## src/rtl/mc_main_control_if.sv

```systemverilog
// mc_main_control_if: opcode/funct/mem_ready inputs and datapath control outputs of the main control FSM
interface mc_main_control_if;
  logic [5:0] opcode;
  logic [5:0] funct;
  logic       mem_ready;
  logic       PCWrite;
  logic       PCWriteCond;
  logic       IorD;
  logic       MemRead;
  logic       MemWrite;
  logic       IRWrite;
  logic       MemtoReg;
  logic       RegDst;
  logic       RegWrite;
  logic       ALUSrcA;
  logic [1:0] ALUSrcB;
  logic [2:0] ALUOp;
  logic [1:0] PCSource;
  logic       instr_done;
  logic       illegal_op;
  logic [3:0] state_dbg;
  modport master (
    input  opcode, funct, mem_ready,
    output PCWrite, PCWriteCond, IorD, MemRead, MemWrite, IRWrite, MemtoReg, RegDst,
           RegWrite, ALUSrcA, ALUSrcB, ALUOp, PCSource, instr_done, illegal_op, state_dbg
  );
  modport slave (
    output opcode, funct, mem_ready,
    input  PCWrite, PCWriteCond, IorD, MemRead, MemWrite, IRWrite, MemtoReg, RegDst,
           RegWrite, ALUSrcA, ALUSrcB, ALUOp, PCSource, instr_done, illegal_op, state_dbg
  );
endinterface

```

## src/rtl/mc_main_control.sv

```systemverilog
// mc_main_control: multi-cycle MIPS main control FSM driving datapath selects and write enables
module mc_main_control #(
  parameter bit MEM_WAIT_EN = 1'b1
) (
  input logic              clk,
  input logic              rst_n,
  mc_main_control_if.master bus
);
  typedef enum logic [3:0] {
    FETCH = 4'd0, DECODE = 4'd1, MEMADR = 4'd2, MEMRD = 4'd3, MEMWB = 4'd4,
    MEMWR = 4'd5, EXEC = 4'd6, RWB = 4'd7, BRANCH = 4'd8, ADDI_EX = 4'd9,
    ANDI_EX = 4'd10, ORI_EX = 4'd11, IMM_WB = 4'd12, JUMP = 4'd13, JR = 4'd14
  } state_t;
  state_t state_q, state_d;
  logic       mr;
  logic       pc_write, pc_write_cond, iord, mem_read, mem_write, ir_write;
  logic       mem_to_reg, reg_dst, reg_write, alu_src_a, instr_done, illegal_op;
  logic [1:0] alu_src_b, pc_source;
  logic [2:0] alu_op;
  assign mr = MEM_WAIT_EN ? bus.mem_ready : 1'b1;
  // Next-state selection and Moore decode of the state register (memory states gate on mr)
  always_comb begin
    state_d       = FETCH;
    pc_write      = 1'b0;
    pc_write_cond = 1'b0;
    iord          = 1'b0;
    mem_read      = 1'b0;
    mem_write     = 1'b0;
    ir_write      = 1'b0;
    mem_to_reg    = 1'b0;
    reg_dst       = 1'b0;
    reg_write     = 1'b0;
    alu_src_a     = 1'b0;
    alu_src_b     = 2'b00;
    alu_op        = 3'b000;
    pc_source     = 2'b00;
    instr_done    = 1'b0;
    illegal_op    = 1'b0;
    case (state_q)
      FETCH: begin
        mem_read  = 1'b1;
        alu_src_b = 2'b01;
        ir_write  = mr;
        pc_write  = mr;
        state_d   = mr ? DECODE : FETCH;
      end
      DECODE: begin
        alu_src_b = 2'b11;
        case (bus.opcode)
          6'b100011, 6'b101011: state_d = MEMADR;
          6'b000000:            state_d = (bus.funct == 6'b001000) ? JR : EXEC;
          6'b000100:            state_d = BRANCH;
          6'b000010:            state_d = JUMP;
          6'b001000:            state_d = ADDI_EX;
          6'b001100:            state_d = ANDI_EX;
          6'b001101:            state_d = ORI_EX;
          default:              illegal_op = 1'b1;
        endcase
      end
      MEMADR: begin
        alu_src_a = 1'b1;
        alu_src_b = 2'b10;
        state_d   = (bus.opcode == 6'b100011) ? MEMRD : (bus.opcode == 6'b101011) ? MEMWR : FETCH;
      end
      MEMRD: begin
        mem_read = 1'b1;
        iord     = 1'b1;
        state_d  = mr ? MEMWB : MEMRD;
      end
      MEMWB: begin
        reg_write  = 1'b1;
        mem_to_reg = 1'b1;
        instr_done = 1'b1;
      end
      MEMWR: begin
        mem_write  = 1'b1;
        iord       = 1'b1;
        instr_done = mr;
        state_d    = mr ? FETCH : MEMWR;
      end
      EXEC: begin
        alu_src_a = 1'b1;
        alu_op    = 3'b010;
        state_d   = RWB;
      end
      RWB: begin
        reg_write  = 1'b1;
        reg_dst    = 1'b1;
        instr_done = 1'b1;
      end
      BRANCH: begin
        alu_src_a     = 1'b1;
        alu_op        = 3'b001;
        pc_write_cond = 1'b1;
        pc_source     = 2'b01;
        instr_done    = 1'b1;
      end
      ADDI_EX, ANDI_EX, ORI_EX: begin
        alu_src_a = 1'b1;
        alu_src_b = 2'b10;
        alu_op    = (state_q == ANDI_EX) ? 3'b100 : (state_q == ORI_EX) ? 3'b101 : 3'b000;
        state_d   = IMM_WB;
      end
      IMM_WB: begin
        reg_write  = 1'b1;
        instr_done = 1'b1;
      end
      JUMP, JR: begin
        pc_write   = 1'b1;
        pc_source  = (state_q == JR) ? 2'b11 : 2'b10;
        instr_done = 1'b1;
      end
      default: state_d = FETCH;
    endcase
  end
  // Everything is forced low while reset is held so no write or request escapes
  assign {bus.PCWrite, bus.PCWriteCond, bus.IorD, bus.MemRead, bus.MemWrite, bus.IRWrite,
          bus.MemtoReg, bus.RegDst, bus.RegWrite, bus.ALUSrcA, bus.ALUSrcB, bus.ALUOp,
          bus.PCSource, bus.instr_done, bus.illegal_op, bus.state_dbg} =
    rst_n ? {pc_write, pc_write_cond, iord, mem_read, mem_write, ir_write, mem_to_reg, reg_dst,
             reg_write, alu_src_a, alu_src_b, alu_op, pc_source, instr_done, illegal_op, state_q}
          : 23'd0;
  // State register with synchronous active-low reset to FETCH
  always_ff @(posedge clk) begin
    state_q <= !rst_n ? FETCH : state_d;
  end
endmodule

```

## src/flat_wrapper.sv

```systemverilog
// flat-port wrapper written by rule: the top's interface ports become plain ports
module mc_main_control_flat 
#(
  parameter bit MEM_WAIT_EN = 1'b1
)
  (clk, rst_n, bus_opcode, bus_funct, bus_mem_ready, bus_PCWrite, bus_PCWriteCond, bus_IorD, bus_MemRead, bus_MemWrite, bus_IRWrite, bus_MemtoReg, bus_RegDst, bus_RegWrite, bus_ALUSrcA, bus_ALUSrcB, bus_ALUOp, bus_PCSource, bus_instr_done, bus_illegal_op, bus_state_dbg);
  mc_main_control_if bus_i ();
  input logic clk;
  input logic rst_n;
  input wire logic [$bits(bus_i.opcode)-1:0] bus_opcode;
  input wire logic [$bits(bus_i.funct)-1:0] bus_funct;
  input wire logic [$bits(bus_i.mem_ready)-1:0] bus_mem_ready;
  output wire logic [$bits(bus_i.PCWrite)-1:0] bus_PCWrite;
  output wire logic [$bits(bus_i.PCWriteCond)-1:0] bus_PCWriteCond;
  output wire logic [$bits(bus_i.IorD)-1:0] bus_IorD;
  output wire logic [$bits(bus_i.MemRead)-1:0] bus_MemRead;
  output wire logic [$bits(bus_i.MemWrite)-1:0] bus_MemWrite;
  output wire logic [$bits(bus_i.IRWrite)-1:0] bus_IRWrite;
  output wire logic [$bits(bus_i.MemtoReg)-1:0] bus_MemtoReg;
  output wire logic [$bits(bus_i.RegDst)-1:0] bus_RegDst;
  output wire logic [$bits(bus_i.RegWrite)-1:0] bus_RegWrite;
  output wire logic [$bits(bus_i.ALUSrcA)-1:0] bus_ALUSrcA;
  output wire logic [$bits(bus_i.ALUSrcB)-1:0] bus_ALUSrcB;
  output wire logic [$bits(bus_i.ALUOp)-1:0] bus_ALUOp;
  output wire logic [$bits(bus_i.PCSource)-1:0] bus_PCSource;
  output wire logic [$bits(bus_i.instr_done)-1:0] bus_instr_done;
  output wire logic [$bits(bus_i.illegal_op)-1:0] bus_illegal_op;
  output wire logic [$bits(bus_i.state_dbg)-1:0] bus_state_dbg;
  assign bus_i.opcode = bus_opcode;
  assign bus_i.funct = bus_funct;
  assign bus_i.mem_ready = bus_mem_ready;
  assign bus_PCWrite = bus_i.PCWrite;
  assign bus_PCWriteCond = bus_i.PCWriteCond;
  assign bus_IorD = bus_i.IorD;
  assign bus_MemRead = bus_i.MemRead;
  assign bus_MemWrite = bus_i.MemWrite;
  assign bus_IRWrite = bus_i.IRWrite;
  assign bus_MemtoReg = bus_i.MemtoReg;
  assign bus_RegDst = bus_i.RegDst;
  assign bus_RegWrite = bus_i.RegWrite;
  assign bus_ALUSrcA = bus_i.ALUSrcA;
  assign bus_ALUSrcB = bus_i.ALUSrcB;
  assign bus_ALUOp = bus_i.ALUOp;
  assign bus_PCSource = bus_i.PCSource;
  assign bus_instr_done = bus_i.instr_done;
  assign bus_illegal_op = bus_i.illegal_op;
  assign bus_state_dbg = bus_i.state_dbg;
  mc_main_control #(.MEM_WAIT_EN(MEM_WAIT_EN)) u_core (.clk(clk), .rst_n(rst_n), .bus(bus_i));
endmodule
```

## config.mk

```make
export PLATFORM = sky130hd
export DESIGN_NAME = mc_main_control_flat
export DESIGN_NICKNAME = d
export VERILOG_FILES = /design/src/rtl/mc_main_control_if.sv /design/src/rtl/mc_main_control.sv /design/src/flat_wrapper.sv
export SDC_FILE = /design/constraint.sdc
export NUM_CORES = 1
export LEC_CHECK = 0
export ABC_CLOCK_PERIOD_IN_PS = 1250
export BUFFER_PORTS_ARGS = -buffer_cell sky130_fd_sc_hd__buf_2
export CAP_MARGIN = 20
export CORE_MARGIN = 2
export CORE_UTILIZATION = 39
export CTS_CLUSTER_SIZE = 25
export DETAILED_ROUTE_END_ITERATION = 12
export HOLD_SLACK_MARGIN = 0.12
export PLACE_DENSITY = 0.75
export SLEW_MARGIN = 20
export SYNTH_ARGS = -nofsm -noshare
export SYNTH_HDL_FRONTEND = slang
export SYNTH_SLANG_ARGS = --single-unit
```

## constraint.sdc

```tcl
create_clock -name clk -period 1.25 [get_ports clk]
set_input_delay 0.125 -clock clk [delete_from_list [all_inputs] [get_ports clk]]
set_output_delay 0.125 -clock clk [all_outputs]
set_load 0.02 [all_outputs]
```

==> impl_results.md, run 1 <==
- Status: aborted with a tool error
- Ys flop type: dfxtp_1
- CTS Buf Count: 3
- #FFs+latches synth: 4
- GPL Wtd Cong: 0.828
- Synth top area share: 0.119
- CTS Sinks: 4
- Top-count cell post-synth: nor2_1
- Synth cell count leaders: nor2_1 (14), nand2_1 (13), a21oi_1 (8), nand2b_1 (7)
- Synth area leader: dfxtp_1
- Sequential share of the synthesized area: 0.119
- Site Rows: 14
- Largest net degree at the start of global routing: 11
- Chip Height: 45.5 um
- Synth unique cells: 35
- Mapped Avg Cell Area: 6.21 um2
- Error: [ERROR DPL-0038] Utilization greater than 100%, impossible to legalize
- CTS H-tree lvls: 1
- Initial Utilization: 0.430
- Root buffer cell: clkbuf_4
- # IOs: 38
- Cts hold-fix bufs: 0
- DP Worst Slack: -0.161 ns
- I/O Buffers: 37
- Dominant cells by area after synthesis: dfxtp_1 (12%), nor2_1 (7.8%), nand2_1 (7.3%)
- CTS Buffer Depth: 2
- Mapped cell area: 671 um2
- Synth warn: 0
- Post-synth EDFFs: 0
- Detailed placement HPWL: 1950 um
- Net Count, Synth: 123
- Cells after synthesis: 108
- Worst_ep grt: bus_PCWrite
- Stop stage: global routing (5_1_grt)
- Worst ep type: primary output
- Die Wd: 45.5 um
- Ys async rst share: 0
-- logic make-up after synthesis --
logic type             synth area share
multiplexers                     0.0149
XOR/XNOR                         0.0522
AO/OA/AOI/OAI                     0.220
AND/OR/NAND/NOR                   0.532
buffers and inverters            0.0616
flip-flops                        0.119
-- stage by stage --
stage / hold WS [ns] / instance area, um2 / instances / TNS, ns / utilization
4_1_cts: 0.284 / 1410 / 193 / -2.89 / 0.904
3_5_place_dp: 0.531 / 1140 / 183 / -1.17 / 0.730
3_3_place_gp: 0.515 / 1140 / 183 / -0.620 / 0.730
2_1_floorplan: 0.286 / 773 / 108 / -0.145 / -
-- timing repair --
| item | in CTS |
|---|---|
| hold endpoints to repair | 0 |
| resized for setup | 61 |
| endpoints found under the setup margin | 25 |
| buffers inserted | 7 |
| pin swaps | 11 |
==> inputs of run 2 (changes only) <==
Settings changed: ABC_CLOCK_PERIOD_IN_PS 1250 to 1600, CORE_AREA set to 2 2 63 65, CORE_MARGIN 2 to unset, CORE_UTILIZATION 39 to unset, CTS_CLUSTER_SIZE 25 to unset, DIE_AREA set to 0 0 65 67, HOLD_SLACK_MARGIN 0.12 to unset, PLACE_DENSITY 0.75 to unset, PLACE_DENSITY_LB_ADDON set to 0.15.
Clock period 1.25 ns to 1.6 ns, I/O delays scaled along.
==> impl_results.md, run 2 <==
- Clock transition at path regs: 0.03 ns
- Reg2Reg Setup Slack: 0.10 ns
- I/O Buffers: 37 (unchanged)
- Slowest CP cell: dfxtp_4
- Hold Path Stages: 3
- Chip Height: 67 um (was 45.5 um)
- Clock share of power: 0.444
- Initial Utilization: 0.186 (was 0.430)
- CP peak stage delay: 0.38 ns
- GPL Wtd Cong: 0.770 (was 0.828)
- R2R Path Start: u_core.state_q[1]
- Drt initial violations: 51
- WL/cell: 11.4 um
- Worst flop-to-flop path endpoint: u_core.state_q[0]
- Cell Pwr Density: 468 nW/um2
- Final hold slack: 0.304 ns
- RSZ-0062 raised after global routing: no
- Synth top area share: 0.119 (unchanged)
- Cell count of the worst reg-to-reg path: 5
- Layout cells sized above 1: 0.391
- Post-DP Area: 946 um2 (was 1140 um2)
- Multi-input logic area: 589 um2
- Area Growth Syn to Fin: 55.2%
- Critical path arrival: 1.36 ns
- Mapped Avg Cell Area: 6.21 um2 (unchanged)
- Root buffer cell: clkbuf_8 (was clkbuf_4)
- Synth area leader: dfxtp_1 (unchanged)
- Crit path max fanout: 6
- Vias in the first global route: 727
- Fill cells: 422
- Net Count, Synth: 123 (unchanged)
- # IOs: 38 (unchanged)
- Initial antenna violation count: 0
- Max reg flops: 4
- Critical path class: reg2out
- Dominant cells by area after synthesis: dfxtp_1 (12%), nor2_1 (7.8%), nand2_1 (7.3%) (unchanged)
- Max-cap violations: 0
- Sequential share of the synthesized area: 0.119 (unchanged)
- CP Capture Type: output port
- CTS H-tree lvls: 1 (unchanged)
- Internal: 0.000329 W
- Final WL: 2270 um
- Crit path time final: 1.52 ns
- Post-DRT Antenna Nets: 0
- Most frequent cells in the layout: buf_2 (37), nand2_1 (13), nor2_1 (13)
- Fmax: 660 MHz
- Cells after synthesis: 108 (unchanged)
- Part of the power in registers: 0.223
- Top-count cell post-synth: nor2_1 (unchanged)
- Register area: 92.6 um2
- Post-synth EDFFs: 0 (unchanged)
- Synth warn: 0 (unchanged)
- Post-route clock period utilization: 0.947
- CTS Sinks: 4 (unchanged)
- Largest reg by FF count: u_core.state_q
- Commonest non-fill, non-tap cell in the layout: buf_2
- Leak Pwr: 0.479 nW
- Ys async rst share: 0 (unchanged)
- Largest delay share family, worst path: simple AND/OR/NAND/NOR gates
- Status: complete, no violations (was aborted with a tool error)
- Pin slew with the least headroom to its limit: 0.383 ns
- Detailed placement HPWL: 1730 um (was 1950 um)
- Nets: 168
- Hold path endpoint: u_core.state_q[2]
- Slew HR: 0.742
- First-pass GRT wire length: 3350 um
- Die Wd: 65 um (was 45.5 um)
- #FFs+latches synth: 4 (unchanged)
- Ys flop type: dfxtp_1 (unchanged)
- Cts hold-fix bufs: 0 (unchanged)
- Final setup vio count: 0
- CTS Buffer Depth: 2 (unchanged)
- Worst path cell trace: nand2b_4, nand2_1, and3_1, or2_1, buf_2
- Startpoint Class: flop
- # DRC: 0
- Mapped cell area: 671 um2 (unchanged)
- Largest registers: u_core.state_q x4
- Hold Crit Class: in2reg
- Switching share of power: 0.325
- Psw: 0.000158 W
- CP Buf/Inv Count: 1
- Gate power share: 0.333
- Inserted Diodes: 0
- DR vias: 924
- Critical path origin: u_core.state_q[0]
- Worst-skew pair later-pin latency: 0.22 ns
- Drt via density: 4.64
- Core ar.: 3610 um2
- DIE AREA: 4360 um2
- Max VDD drop: 0.170 mV
- Largest net degree at the start of global routing: 16
- Synth unique cells: 35 (unchanged)
- Site Rows: 22 (was 14)
- Final Max Tran Viols: 0
- Total grt overflow: 0
- DR pass1 iterations: 4
- Req. time, crit path: 1.44 ns
- Hold path startpoint: bus_opcode[3]
- Synth cell count leaders: nor2_1 (14), nand2_1 (13), a21oi_1 (8), nand2b_1 (7) (unchanged)
- CTS Buf Count: 3 (unchanged)
- TritonCTS clock tree: built
- Worst clock skew: 0.00129 ns
- Fin area: 1040 um2
- GRT Overall Usage: 0.0993
- Final hold violations: 0
-- run 2: cell families (layout without fill, tap and decap cells) --
kind of cell / after synthesis / in the layout / synth area share
multiplexers: 1 / 1 / 0.0149
flip-flops: 4 / 4 / 0.119
AND/OR/NAND/NOR: 67 / 67 / 0.532
AO/OA/AOI/OAI: 23 / 23 / 0.220
buffers and inverters: 9 / 52 / 0.0616
XOR/XNOR: 4 / 4 / 0.0522
-- run 2: area by class of cell --
class / count / area share
Clock buffer: 3 / 0.0397
Timing Repair Buffer: 45 / 0.233
Tap cell: 48 / 0.0577
Multi-Input combinational cell: 95 / 0.566
Inverter: 4 / 0.0144
Sequential cell: 4 / 0.0889
-- run 2: metrics by stage --
stage,worst slack (ns),power (W),instances,util,setup TNS [ns]
after CTS,0.0246,0.000491,197,0.278,0
final,0.0843,0.000488,199,0.289,0
after global placement,0.0779,0.000264,194,0.262,0
after detailed placement,0.0969,0.000263,194,0.262,0
after floorplan,-0.0115,0.000201,108,-,-0.0115
after global routing,0.00875,0.000517,199,0.289,0
-- run 2: routing by layer --
layer  global-route usage  vias to the layer above  wire length [um]
met5                    0                        -                 0
met4               0.0479                        0                18
met3               0.0203                        2               126
met2                0.153                       30              1080
met1                0.131                      417              1040
li1                     -                      475                 -
-- run 2: power by group through the flow --
stage / logic, W / registers [W] / clock network [W]
floorplan: 0.0000928 / 0.000109 / 0
global placement: 0.000151 / 0.000113 / 0
detailed placement: 0.000150 / 0.000113 / 0
CTS: 0.000153 / 0.000113 / 0.000225
global route: 0.000179 / 0.000110 / 0.000228
finish: 0.000162 / 0.000109 / 0.000216
-- run 2: timing repair --
item | 4_1_cts | 5_1_grt
setup endpoints to repair | 8 | 8
setup buffers | 0 | 2
gates cloned | 0 | 0
gates resized for setup | 5 | 7
-- run 2: worst max path at each step --
stage	to	slack, ns	cells past startpoint
2_1_floorplan	bus_PCWriteCond	-0.01	3
3_3_place_gp	u_core.state_q[0]	0.08	4
5_1_grt	bus_PCSource[0]	0.009	4
6_report	bus_PCWrite	0.08	5
3_5_place_dp	u_core.state_q[0]	0.1	4
4_1_cts	bus_illegal_op	0.02	4
-- run 2: tightest hold or removal path, delay by kind of cell --
kind / cells / cell delay, ns
buffers and inverters: 1 / 0.15
and+or+nand+nor: 1 / 0.08
AOI/OAI and AO/OA: 1 / 0.08
No activity file was read; power rests on OpenSTA's default activity.
==> inputs of run 3 (changes only) <==
Settings changed: CTS_BUF_LIST set to sky130_fd_sc_hd__clkbuf_16.
==> impl_results.md, run 3 (synthesized netlist as in run 2, its figures left out) <==
- Crit path time final: 1.52 ns (about the same)
- CTS H-tree lvls: 1 (unchanged)
- CTS Buf Count: 3 (unchanged)
- Root buffer cell: clkbuf_16 (was clkbuf_8)
- Hold path startpoint: bus_opcode[3] (unchanged)
- Die Wd: 65 um (unchanged)
- Hold Crit Class: in2reg (unchanged)
- Placed insts: 194 (unchanged)
- Crit path max fanout: 6 (unchanged)
- Final WL: 2270 um (about the same)
- Area Growth Syn to Fin: 60.3% (was 55.2%)
- TritonCTS clock tree: built (unchanged)
- Detailed placement HPWL: 1730 um (unchanged)
- Worst-skew pair later-pin latency: 0.23 ns (was 0.22 ns)
- M3 GR Usage: 0.0203 (unchanged)
- Met1 Resource Use GR: 0.131 (unchanged)
- GPL Wtd Cong: 0.770 (unchanged)
- Post-DRT Antenna Nets: 0 (unchanged)
- Clock transition at path regs: 0.03 ns (about the same)
- DR pass1 iterations: 4 (unchanged)
- Startpoint Class: flop (unchanged)
- Leak Pwr: 0.495 nW (was 0.479 nW)
- Worst flop-to-flop path endpoint: u_core.state_q[0] (unchanged)
- Largest registers: u_core.state_q x4 (unchanged)
- GRT Max-Usage Layer: met2 (unchanged)
- DIE AREA: 4360 um2 (unchanged)
- Largest reg by FF count: u_core.state_q (unchanged)
- # IOs: 38 (unchanged)
- Post-route clock period utilization: 0.951 (was 0.947)
- Drt initial violations: 52 (was 51)
- GRT Overall Usage: 0.0993 (unchanged)
- Inserted Diodes: 0 (unchanged)
- Final hold violations: 0 (unchanged)
- Cell Pwr Density: 617 nW/um2 (was 468 nW/um2)
- Total grt overflow: 0 (unchanged)
- Reg2Reg Setup Slack: 0.11 ns (was 0.10 ns)
- Status: complete, no violations (unchanged)
- Commonest non-fill, non-tap cell in the layout: buf_2 (unchanged)
- Chip Height: 67 um (unchanged)
- Final Worst Setup Slack: 0.0777 ns (was 0.0843 ns)
- R2R Path Start: u_core.state_q[1] (unchanged)
- CP Capture Type: output port (unchanged)
- Vias in the first global route: 727 (unchanged)
- Max-cap violations: 0 (unchanged)
- Final setup vio count: 0 (unchanged)
- I/O Buffers: 37 (unchanged)
- Site Rows: 22 (unchanged)
- Initial antenna violation count: 0 (unchanged)
- Pin slew with the least headroom to its limit: 0.381 ns (was 0.383 ns)
- Most frequent cells in the layout: buf_2 (37), nand2_1 (13), nor2_1 (13) (unchanged)
- Drt via density: 4.66 (was 4.64)
- Met2 GRT Util: 0.153 (unchanged)
- Core ar.: 3610 um2 (unchanged)
- RSZ-0062 raised after global routing: no (unchanged)
- Final Max Tran Viols: 0 (unchanged)
- CTS Buffer Depth: 2 (unchanged)
- Req. time, crit path: 1.44 ns (about the same)
- DR vias: 928 (was 924)
- Hold path endpoint: u_core.state_q[2] (unchanged)
- Layout cells sized above 1: 0.391 (unchanged)
- Slew HR: 0.744 (was 0.742)
- Fmax: 657 MHz (was 660 MHz)
- Hold Path Stages: 3 (unchanged)
- Critical path arrival: 1.36 ns (about the same)
- Fill cells: 418 (was 422)
- CTS Sinks: 4 (unchanged)
- Nets: 168 (unchanged)
- Cell count of the worst reg-to-reg path: 5 (unchanged)
- # DRC: 0 (unchanged)
- Max reg flops: 4 (unchanged)
- Worst clock skew: 0.000838 ns (was 0.00129 ns)
- Critical path class: reg2out (unchanged)
- Initial Utilization: 0.186 (unchanged)
- DP Worst Slack: 0.0969 ns (unchanged)
- Max VDD drop: 0.232 mV (was 0.170 mV)
- Non-filler instance count after layout: 199 (unchanged)
- WL/cell: 11.4 um (about the same)
- Largest net degree at the start of global routing: 16 (unchanged)
- First-pass GRT wire length: 3350 um (unchanged)
## run 3: worst max-delay path by stage
| stage | slack (ns) | to | startpoint | cells past startpoint |
|---|---|---|---|---|
| 2_1_floorplan | -0.01 | bus_PCWriteCond | u_core.state_q[3] | 3 |
| 3_3_place_gp | 0.08 | u_core.state_q[0] | u_core.state_q[0] | 4 |
| 3_5_place_dp | 0.1 | u_core.state_q[0] | u_core.state_q[0] | 4 |
| 4_1_cts | 0.02 | bus_illegal_op | u_core.state_q[2] | 4 |
| 5_1_grt | 0.004 | bus_PCSource[0] | u_core.state_q[1] | 4 |
| 6_report | 0.08 | bus_PCWrite | u_core.state_q[0] | 5 |
## run 3: power breakdown
part	switching (W)	internal [W]	total, W
Sequential	0.00000755	0.000101	0.000109
Combinational	0.0000947	0.0000673	0.000162
Clock	0.0000731	0.000319	0.000393
## run 3: per-layer routing
metal | vias up | share of wire
li1 | 474 | -
met1 | 420 | 0.45
met2 | 30 | 0.48
met3 | 4 | 0.062
met4 | 0 | 0.014
met5 | - | 0
## run 3: worst max-delay path, stage by stage (launching register included)
cell and delay, ns:
dfxtp_4 0.38, nand2b_4 0.14, nand2_1 0.08, and3_1 0.19, or2_1 0.19, buf_2 0.16
## run 3: layout make-up
class / instances / area, um2 / area share
clock buffer: 3 / 75.1 / 0.0698
inverter: 4 / 15.0 / 0.0140
multi-input combinational: 95 / 589 / 0.548
sequential: 4 / 92.6 / 0.0861
tap: 48 / 60.1 / 0.0559
timing repair buffer: 45 / 243 / 0.226
## run 3: repair_timing
action	in CTS	in global routing
setup endpoints to repair	8	8
buffers inserted	0	2
gates resized for setup	5	7
hold buffers	0	0
## run 3: per-stage QoR
step	hold WS [ns]	utilization	TNS [ns]	total power, W	instance area, um2
floorplan	0.328	-	-0.0115	0.000201	682
global placement	0.532	0.262	0	0.000264	946
detailed placement	0.541	0.262	0	0.000263	946
CTS	0.295	0.287	0	0.000668	1030
global route	0.316	0.298	0	0.000695	1070
finish	0.296	0.298	0	0.000663	1070
==> inputs of run 4 (changes only) <==
Settings changed: ABC_AREA set to 1, CELL_PAD_IN_SITES_DETAIL_PLACEMENT set to 1, CELL_PAD_IN_SITES_GLOBAL_PLACEMENT set to 1.
==> impl_results.md, run 4 <==
- Initial antenna violation count: 0 (unchanged)
- GRT Overall Usage: 0.123 (was 0.0993)
- CP Capture Type: output port (unchanged)
- DR vias: 992 (was 928)
- R2R Path Start: u_core.state_q[1] (unchanged)
- Cell Pwr Density: 576 nW/um2 (was 617 nW/um2)
- Final Worst Setup Slack: 0.0582 ns (was 0.0777 ns)
- Total grt overflow: 0 (unchanged)
- Switching share of power: 0.255 (was 0.264)
- Final hold violations: 0 (unchanged)
- Die Wd: 65 um (unchanged)
- Commonest non-fill, non-tap cell in the layout: buf_2 (unchanged)
- Crit path time final: 1.54 ns (was 1.52 ns)
- Area Growth Syn to Fin: 56.4% (was 60.3%)
- #FFs+latches synth: 4 (unchanged)
- Critical path arrival: 1.38 ns (was 1.36 ns)
- CTS Buffer Depth: 2 (unchanged)
- Synth cell count leaders: nand2_1 (34), nor2_1 (28), inv_1 (18), nand3_1 (14), inv_2 (7) (was nor2_1 (14), nand2_1 (13), a21oi_1 (8), nand2b_1 (7))
- Core ar.: 3610 um2 (unchanged)
- Hold path endpoint: u_core.state_q[3] (was u_core.state_q[2])
- I/O Buffers: 37 (unchanged)
- Psw: 0.000161 W (was 0.000175 W)
- CTS Buf Count: 3 (unchanged)
- Vias in the first global route: 999 (was 727)
- Fmax: 649 MHz (was 657 MHz)
- Hold Crit Class: in2reg (unchanged)
- WL/cell: 11.1 um (was 11.4 um)
- Non-filler instance count after layout: 231 (was 199)
- Synth warn: 0 (unchanged)
- Post-route clock period utilization: 0.964 (was 0.951)
- # IOs: 38 (unchanged)
- Initial Utilization: 0.194 (was 0.186)
- Max VDD drop: 0.290 mV (was 0.232 mV)
- RSZ-0062 raised after global routing: yes (was no)
- Max-cap violations: 0 (unchanged)
- Final setup vio count: 0 (unchanged)
- Worst flop-to-flop path endpoint: u_core.state_q[2] (was u_core.state_q[0])
- TritonCTS clock tree: built (unchanged)
- Startpoint Class: flop (unchanged)
- Cell count of the worst reg-to-reg path: 8 (was 5)
- Root buffer cell: clkbuf_16 (unchanged)
- Synth top area share: 0.182 (was 0.119)
- GPL Wtd Cong: 0.854 (was 0.770)
- CTS H-tree lvls: 1 (unchanged)
- Post-synth EDFFs: 0 (unchanged)
- Net Count, Synth: 156 (was 123)
- Worst-skew pair later-pin latency: 0.22 ns (was 0.23 ns)
- Synth unique cells: 21 (was 35)
- Final hold slack: 0.238 ns (was 0.296 ns)
- DR pass1 iterations: 3 (was 4)
- DIE AREA: 4360 um2 (unchanged)
- Top-count cell post-synth: nand2_1 (was nor2_1)
- Req. time, crit path: 1.44 ns (about the same)
- Max reg flops: 4 (unchanged)
- First-pass GRT wire length: 4270 um (was 3350 um)
- Ys async rst share: 0 (unchanged)
- Cts hold-fix bufs: 0 (unchanged)
- Slew HR: 0.819 (was 0.744)
- Post-DRT Antenna Nets: 0 (unchanged)
- Gate power share: 0.221 (was 0.244)
- Mapped cell area: 699 um2 (was 671 um2)
- Hold Path Stages: 3 (unchanged)
- Internal: 0.000469 W (was 0.000488 W)
- Final WL: 2560 um (was 2270 um)
- Reg2Reg Setup Slack: 0.37 ns (was 0.11 ns)
- Detailed placement HPWL: 2220 um (was 1730 um)
- CTS Sinks: 4 (unchanged)
- Final Max Tran Viols: 0 (unchanged)
- Nets: 200 (was 168)
- Crit path max fanout: 6 (unchanged)
- Site Rows: 22 (unchanged)
- Synth area leader: nand2_1 (was dfxtp_1)
- Sequential share of the synthesized area: 0.114 (was 0.119)
- Most frequent cells in the layout: buf_2 (35), nand2_1 (32), nor2_1 (27) (was buf_2 (37), nand2_1 (13), nor2_1 (13))
- Fill cells: 499 (was 418)
- Inserted Diodes: 0 (unchanged)
- Largest net degree at the start of global routing: 15 (was 16)
- Mapped Avg Cell Area: 4.96 um2 (was 6.21 um2)
- Status: complete, no violations (unchanged)
- Largest registers: u_core.state_q x4 (unchanged)
- Part of the power in registers: 0.168 (was 0.164)
- Clock share of power: 0.611 (was 0.592)
- Placed insts: 227 (was 194)
- Drt via density: 4.29 (was 4.66)
- Critical path class: reg2out (unchanged)
- Cells after synthesis: 141 (was 108)
- Largest reg by FF count: u_core.state_q (unchanged)
- Drt initial violations: 17 (was 52)
- Worst clock skew: 0.00149 ns (was 0.000838 ns)
- Hold path startpoint: rst_n (was bus_opcode[3])
- # DRC: 0 (unchanged)
- Ys flop type: dfxtp_1 (unchanged)
- Dominant cells by area after synthesis: nand2_1 (18%), nor2_1 (15%), dfxtp_1 (11%) (was dfxtp_1 (12%), nor2_1 (7.8%), nand2_1 (7.3%))
- Layout cells sized above 1: 0.383 (was 0.391)
- DP Worst Slack: 0.131 ns (was 0.0969 ns)
- Pin slew with the least headroom to its limit: 0.272 ns (was 0.381 ns)
- Leak Pwr: 0.612 nW (was 0.495 nW)
- Clock transition at path regs: 0.03 ns (about the same)
- Chip Height: 67 um (unchanged)
==> run 4: changes by cell type in the layout (fill, tap and decap cells not counted), sizes merged, moves of 3 or more <==
cell,delta
and2,-6
o21ai,-5
nor2,+20
nand4,+4
inv,+21
nand2b,-7
nand3,+11
buf,-4
xnor2,-3
nand2,+23
==> run 4: area by class of cell <==
cell class              count  area [um2]  share of cell area
clock buffers               3        75.1              0.0686
inverters                  26         100              0.0915
multi-input cells         110         552               0.505
flip-flops and latches      4        90.1              0.0824
well taps                  48        60.1              0.0549
repair buffers             40         216               0.198
==> run 4: how the worst max path moves through the flow <==
stage,endpoint,slack [ns],startpoint,cells past startpoint
global placement,bus_PCWrite,0.13,u_core.state_q[1],5
detailed placement,bus_instr_done,0.13,u_core.state_q[0],6
global route,bus_illegal_op,-0.01,u_core.state_q[1],6
CTS,bus_instr_done,0.001,u_core.state_q[0],6
floorplan,bus_illegal_op,0.27,u_core.state_q[3],5
finish,bus_instr_done,0.06,u_core.state_q[0],6
==> run 4: repair_timing <==
| action | CTS | global route |
|---|---|---|
| endpoints found under the setup margin | 6 | 7 |
| gates resized for setup | 7 | 11 |
| setup buffers | 0 | 1 |
| pin swaps | 1 | 3 |
==> run 4: worst max-delay path, stage by stage, from the launching register on <==
cell,delay (ns)
dfxtp_2,0.40
inv_1,0.07
nand2_2,0.11
nand3_1,0.12
and3_1,0.17
a21oi_2,0.14
buf_6,0.13
==> run 4: cells by family after synthesis <==
group | synth area share
AO/OA/AOI/OAI | 0.0859
flip-flops | 0.114
AND/OR/NAND/NOR | 0.655
buffers and inverters | 0.145
==> run 4: power by group through the flow <==
stage / Combinational (W) / Clock [W] / Sequential, W
finish: 0.000139 / 0.000385 / 0.000106
global route: 0.000156 / 0.000403 / 0.000106
CTS: 0.000136 / 0.000393 / 0.000108
detailed placement: 0.000134 / 0 / 0.000108
global placement: 0.000132 / 0 / 0.000108
floorplan: 0.0000751 / 0 / 0.000107
==> run 4: stage by stage <==
step,util,total power [W],instance area (um2),setup TNS (ns)
floorplan,-,0.000182,699,0
global placement,0.265,0.000240,956,0
detailed placement,0.265,0.000242,956,0
CTS,0.292,0.000638,1050,0
global route,0.303,0.000665,1090,-0.0138
finish,0.303,0.000630,1090,0
==> run 4: layer usage <==
layer  vias to the layer above  global-route usage  routed length [um]
met1                       435               0.136                1160
met2                        27               0.242                1290
met3                         0              0.0118                 108
met4                         0              0.0399                   0
li1                        530                   -                   -
met5                         -                   0                   0
